==> config.mk <==
export PLATFORM = sky130hd
export DESIGN_NAME = fb_access_arbiter
export DESIGN_NICKNAME = d
export VERILOG_FILES = /design/src/rtl/fb_pkg.sv /design/src/rtl/fb_rd_tag_pipe.sv /design/src/rtl/fb_access_arbiter.sv
export SDC_FILE = /design/constraint.sdc
export NUM_CORES = 1
export LEC_CHECK = 0
export ABC_AREA = 1
export CAP_MARGIN = 20
export CORE_ASPECT_RATIO = 0.5
export CORE_MARGIN = 3
export CORE_UTILIZATION = 45
export CTS_BUF_LIST = sky130_fd_sc_hd__clkbuf_4 sky130_fd_sc_hd__clkbuf_8
export CTS_CLUSTER_SIZE = 8
export DETAILED_ROUTE_END_ITERATION = 10
export PLACE_DENSITY = 0.82
export SLEW_MARGIN = 10
export SYNTH_ARGS = -nofsm -noshare
export SYNTH_HDL_FRONTEND = slang
export SYNTH_SLANG_ARGS = --single-unit
==> constraint.sdc <==
create_clock -name pixclk -period 1.59 [get_ports pixclk]
set_input_delay 0.318 -clock pixclk [delete_from_list [all_inputs] [get_ports pixclk]]
set_output_delay 0.318 -clock pixclk [all_outputs]
set_load 0.02 [all_outputs]
==> src/rtl/fb_pkg.sv <==
// Shared framebuffer definitions: default widths, Tetris board geometry and
// the read-return tag carried alongside each RAM read.
package fb_pkg;
    localparam int FB_ADDR_W       = 8;
    localparam int FB_DATA_W       = 4;
    localparam int FB_STARVE_LIMIT = 64;
    localparam int BOARD_COLS      = 10;
    localparam int BOARD_ROWS      = 20;
    localparam int BOARD_CELLS     = BOARD_COLS * BOARD_ROWS;

    typedef struct packed {
        logic valid;
        logic is_scan;
    } rd_tag_t;

    // Row-major board cell address.
    function automatic logic [FB_ADDR_W-1:0] cell_addr(input int unsigned col, input int unsigned row);
        return FB_ADDR_W'(row * BOARD_COLS + col);
    endfunction
endpackage

==> src/rtl/fb_rd_tag_pipe.sv <==
// Two-stage return-tag shift register; stage 1 lines up with RAM read data.
module fb_rd_tag_pipe
    import fb_pkg::*;
(
    input  logic    i_clk,
    input  logic    i_rst_n,
    input  rd_tag_t i_tag,
    output rd_tag_t o_tag
);
    rd_tag_t r_s0;
    rd_tag_t r_s1;

    always_ff @(posedge i_clk) begin
        if (!i_rst_n) begin
            r_s0 <= '0;
            r_s1 <= '0;
        end else begin
            r_s0 <= i_tag;
            r_s1 <= r_s0;
        end
    end

    assign o_tag = r_s1;
endmodule

==> src/rtl/fb_access_arbiter.sv <==
// Single-port board RAM arbiter: scanout reads always win, game reads/writes
// alternate round-robin, with a sticky flag for game requests left waiting.
module fb_access_arbiter
    import fb_pkg::*;
#(
    parameter int ADDR_W       = FB_ADDR_W,
    parameter int DATA_W       = FB_DATA_W,
    parameter int STARVE_LIMIT = FB_STARVE_LIMIT
) (
    input  logic              pixclk,
    input  logic              rst_n,
    input  logic              scan_req,
    input  logic [ADDR_W-1:0] scan_addr,
    output logic              scan_rvalid,
    output logic [DATA_W-1:0] scan_rdata,
    input  logic              wr_valid,
    input  logic [ADDR_W-1:0] wr_addr,
    input  logic [DATA_W-1:0] wr_data,
    output logic              wr_ready,
    input  logic              gr_valid,
    input  logic [ADDR_W-1:0] gr_addr,
    output logic              gr_ready,
    output logic              gr_rvalid,
    output logic [DATA_W-1:0] gr_rdata,
    output logic              mem_en,
    output logic              mem_we,
    output logic [ADDR_W-1:0] mem_addr,
    output logic [DATA_W-1:0] mem_wdata,
    input  logic [DATA_W-1:0] mem_rdata,
    output logic              starved,
    input  logic              starved_clr
);
    localparam int              CNT_W   = $clog2(STARVE_LIMIT + 1);
    localparam logic [CNT_W-1:0] CNT_MAX = CNT_W'(STARVE_LIMIT);

    logic              r_last_game;
    logic              r_mem_en;
    logic              r_mem_we;
    logic [ADDR_W-1:0] r_mem_addr;
    logic [DATA_W-1:0] r_mem_wdata;
    logic              r_scan_rvalid;
    logic              r_gr_rvalid;
    logic [DATA_W-1:0] r_scan_rdata;
    logic [DATA_W-1:0] r_gr_rdata;
    logic [CNT_W-1:0]  r_cnt;
    logic              r_starved;

    logic              w_game_ok;
    logic              w_gnt_wr;
    logic              w_gnt_rd;
    logic [CNT_W-1:0]  w_cnt_nxt;
    rd_tag_t           w_tag_in;
    rd_tag_t           w_tag_out;

    // r_last_game: 0 = last game grant was a write, so a read goes next.
    assign w_game_ok = rst_n && !scan_req;
    assign w_gnt_wr  = w_game_ok && wr_valid && (!gr_valid || r_last_game);
    assign w_gnt_rd  = w_game_ok && gr_valid && (!wr_valid || !r_last_game);
    assign wr_ready  = w_gnt_wr;
    assign gr_ready  = w_gnt_rd;

    always_ff @(posedge pixclk) begin
        if (!rst_n) begin
            r_mem_en    <= 1'b0;
            r_mem_we    <= 1'b0;
            r_mem_addr  <= '0;
            r_mem_wdata <= '0;
            r_last_game <= 1'b0;
        end else begin
            r_mem_en <= scan_req | w_gnt_wr | w_gnt_rd;
            r_mem_we <= w_gnt_wr;
            if (scan_req) begin
                r_mem_addr <= scan_addr;
            end else if (w_gnt_wr) begin
                r_mem_addr  <= wr_addr;
                r_mem_wdata <= wr_data;
            end else if (w_gnt_rd) begin
                r_mem_addr <= gr_addr;
            end
            if (w_gnt_wr)      r_last_game <= 1'b0;
            else if (w_gnt_rd) r_last_game <= 1'b1;
        end
    end

    assign w_tag_in.valid   = scan_req | w_gnt_rd;
    assign w_tag_in.is_scan = scan_req;

    fb_rd_tag_pipe u_tag_pipe (
        .i_clk   (pixclk),
        .i_rst_n (rst_n),
        .i_tag   (w_tag_in),
        .o_tag   (w_tag_out)
    );

    always_ff @(posedge pixclk) begin
        if (!rst_n) begin
            r_scan_rvalid <= 1'b0;
            r_gr_rvalid   <= 1'b0;
            r_scan_rdata  <= '0;
            r_gr_rdata    <= '0;
        end else begin
            r_scan_rvalid <= w_tag_out.valid && w_tag_out.is_scan;
            r_gr_rvalid   <= w_tag_out.valid && !w_tag_out.is_scan;
            if (w_tag_out.valid && w_tag_out.is_scan)  r_scan_rdata <= mem_rdata;
            if (w_tag_out.valid && !w_tag_out.is_scan) r_gr_rdata   <= mem_rdata;
        end
    end

    // Flag follows the counter's next value so both change on the same edge.
    always_comb begin
        w_cnt_nxt = r_cnt;
        if (!(wr_valid || gr_valid) || w_gnt_wr || w_gnt_rd) w_cnt_nxt = '0;
        else if (r_cnt != CNT_MAX)                           w_cnt_nxt = r_cnt + 1'b1;
    end

    always_ff @(posedge pixclk) begin
        if (!rst_n) begin
            r_cnt     <= '0;
            r_starved <= 1'b0;
        end else begin
            r_cnt <= w_cnt_nxt;
            if (w_cnt_nxt == CNT_MAX) r_starved <= 1'b1;
            else if (starved_clr)     r_starved <= 1'b0;
        end
    end

    assign mem_en      = r_mem_en;
    assign mem_we      = r_mem_we;
    assign mem_addr    = r_mem_addr;
    assign mem_wdata   = r_mem_wdata;
    assign scan_rvalid = r_scan_rvalid;
    assign scan_rdata  = r_scan_rdata;
    assign gr_rvalid   = r_gr_rvalid;
    assign gr_rdata    = r_gr_rdata;
    assign starved     = r_starved;
endmodule

==> metrics.txt <==
first-pass GRT wire length=7040 um; Synth Area per Inst=7.08 um^2; Slew HR=80.9%; hpwl dp=3170 um; DR vias=1698; power per cell area=803 mW/mm^2; Reg clk slew, reported paths=0.07 ns; drt pass-1 iters=4; Rows=14; VDD IR max=443 uV; critical path's slowest cell=clkdlybuf4s50_1; Layout Utilization=77.1%; reg2reg start=r_cnt[1]$_SDFF_PN0_; area occupied by multi-input gates=795 um^2; final period demand of the worst path=1.56 ns; CP Launch Type=flip-flop; I/O pin count=65; Fill cells=243; CTS tree=done; clock latency on the worst-skew pair=0.29 ns; crit-path max FO=2; CTS root buffer=clkbuf_8; DR WL met2=2060 um; Fin Hold WS=0.418 ns; Clock power frac=31.7%; Synth area leaders=dfxtp_1 45%, nor2_1 14%, nand2_1 11%; ANT cells=0; outcome=completed; CP max stage delay=0.62 ns; Logic pwr share=19.1%; Routability Congestion=0.862; average wire per standard cell=11.4 um; Highest Clock Rate=642 MHz; Mapped Area=0.00166 mm^2; met3 wire len=239 um; top_reg_cell synth=dfxtp_1; Post-route DRC=0; WS Path Type=reg2out; worst setup path end=mem_addr[1]; initial core utilization=51.1%; P_leak=0.00127 uW; die area=0.00451 mm^2; Worst EP required=1.27 ns; P_sw=528 uW; Min-Delay Path Class=in2reg; most frequent cells in the layout=60 x nor2_1, 49 x nand2_1, 49 x clkdlybuf4s50_1, 36 x dfxtp_1, 19 x inv_1; Die Y=49 um; RSZ-0062 raised after global routing=false; Worst-Margin Slew=0.285 ns; fraction of registers with async set/reset=0%; period utilisation layout=98.0%; DR iter-0 viols=25; Post-synth EDFFs=0; Yosys cell types=26; I/O Buffers=64; Core Box Area=0.00326 mm^2; post-synth top area cell=dfxtp_1; Pint=1490 uW; worst path arrival time=1.24 ns; GRT overflow=0; Hold Buf Count CTS=0; vias in the first global route=1653; Worst R2R End=starved$_SDFFE_PN0P_; CTS H-tree depth=2; DIE WIDTH=92 um; Layout Nets=350; Post-CTS Setup Inserts=0; largest net degree at the start of global routing=24; worst clock skew=0.00440 ns; Crit path buffers/inverters=1; dominant delay contributor by cell family on the critical path=buffers and inverters; fin. max-slew vios=0; r2r setup slk=0.16 ns; GRT Resource Usage Total=19.4%; Syn-to-layout area delta=50.9%; CP endpoint kind=output pin; Yosys Warn Count=0; commonest non-fill, non-tap cell in the layout=nor2_1; fraction of layout cells with a size suffix above 1=12.5%; wire length on met1=1730 um; share of the yosys chip area belonging to registers=44.5%; fraction of power consumed by sequential logic=49.2%; DR vias/cell=4.73; Final Hold Vio Count=0; crit-path cells=clkdlybuf4s50_1; Max Cap Viol=0; Routed WL=4090 um; Reg2Reg Depth=9; Sw Ratio=26.2%; CTS max path bufs=2; Crit. Startpoint=mem_addr[1]$_SDFFE_PN0P_; # clock sinks=37; Synthesized Nets=275; Crit. path cell count=1; Yosys top cell area share=44.5%; initial antenna violation count=0; Top Layer Used=met4; register area=742 um^2; number of synthesized register bits=37; Setup-failing EPs final=0; final antenna-violating net count=0; Syn Inst Count=235; cts bufs inserted=5
-- how the worst min path moves through the flow --
stage | startpoint | endpoint | slack (ns) | cells past startpoint
6_report | gr_valid | r_last_game$_SDFFE_PP0P_ | 0.42 | 3
5_1_grt | gr_valid | r_last_game$_SDFFE_PP0P_ | 0.43 | 3
4_1_cts | u_tag_pipe.r_s0[0]$_SDFF_PN0_ | u_tag_pipe.o_tag[0]$_SDFF_PN0_ | 0.43 | 2
3_5_place_dp | u_tag_pipe.r_s0[0]$_SDFF_PN0_ | u_tag_pipe.o_tag[0]$_SDFF_PN0_ | 0.41 | 2
3_3_place_gp | u_tag_pipe.r_s0[1]$_SDFF_PN0_ | u_tag_pipe.o_tag[1]$_SDFF_PN0_ | 0.40 | 2
2_1_floorplan | u_tag_pipe.r_s0[0]$_SDFF_PN0_ | u_tag_pipe.o_tag[0]$_SDFF_PN0_ | 0.39 | 2
-- state kept, by name, summed over array words and instances (netlist names) --
signal,count
gr_rdata,4
gr_rvalid,1
mem_addr,8
mem_en,1
mem_wdata,4
mem_we,1
r_cnt,7
r_last_game,1
scan_rdata,4
scan_rvalid,1
starved,1
u_tag_pipe.o_tag,2
u_tag_pipe.r_s0,2
-- metal layers --
layer | GRT usage (%) | vias up
met4 | 6.65 | 0
met1 | 21.5 | 763
met3 | 6.01 | 9
met5 | 0 | -
met2 | 35.4 | 41
li1 | - | 885
-- kinds of logic after synthesis --
| group | share of synthesized area [%] |
|---|---|
| simple gates | 34.0 |
| flops | 44.5 |
| compound gates | 12.3 |
| buf+inv | 7.74 |
| fa+ha+maj | 1.50 |
-- power groups by stage --
stage	sequential [uW]	clock (uW)	combinational [uW]
floorplan	1050	0	145
global placement	1010	0	384
detailed placement	1010	0	393
CTS	993	659	392
global route	998	704	419
finish	992	640	385
-- final cells by class --
cell class / count / area share (%)
Clock buffer: 6 / 3.04
Timing Repair Buffer: 76 / 29.8
Clock inverter: 2 / 0.399
Sequential cell: 37 / 29.5
Tap cell: 48 / 2.39
Multi-Input combinational cell: 169 / 31.6
Inverter: 21 / 3.19
-- cell usage after synthesis, types with 2 or more instances --
cell       n
a21oi_1    5
a21oi_2    4
buf_6      2
clkbuf_1   4
dfxtp_1   37
ha_1       2
inv_1     19
nand2_1   49
nand2_2    5
nand3_1   11
nand4_1    3
nor2_1    60
o21ai_0   13
o21ai_1    8
o21bai_1   2
-- per-stage QoR --
stage | total power, uW | worst slack, ns | cell area, um^2 | TNS [ns] | std cells
3_5_place_dp | 1410 | -0.592 | 2410 | -4.51 | 351
2_1_floorplan | 1200 | 0.120 | 1660 | 0 | 235
3_3_place_gp | 1400 | -0.560 | 2410 | -3.76 | 351
6_report | 2020 | 0.0323 | 2510 | 0 | 359
5_1_grt | 2120 | 0.000103 | 2510 | 0 | 359
4_1_cts | 2040 | 0.0133 | 2480 | 0 | 359
-- repair_timing --
| action | 4_1_cts | 5_1_grt |
|---|---|---|
| resized for setup | 11 | 12 |
| pin swaps | 1 | 0 |
| setup endpoints to repair | 4 | 11 |
| endpoints found under the hold margin | 0 | 0 |
| cloned | 0 | 0 |
(Power assumes the default switching activity.)
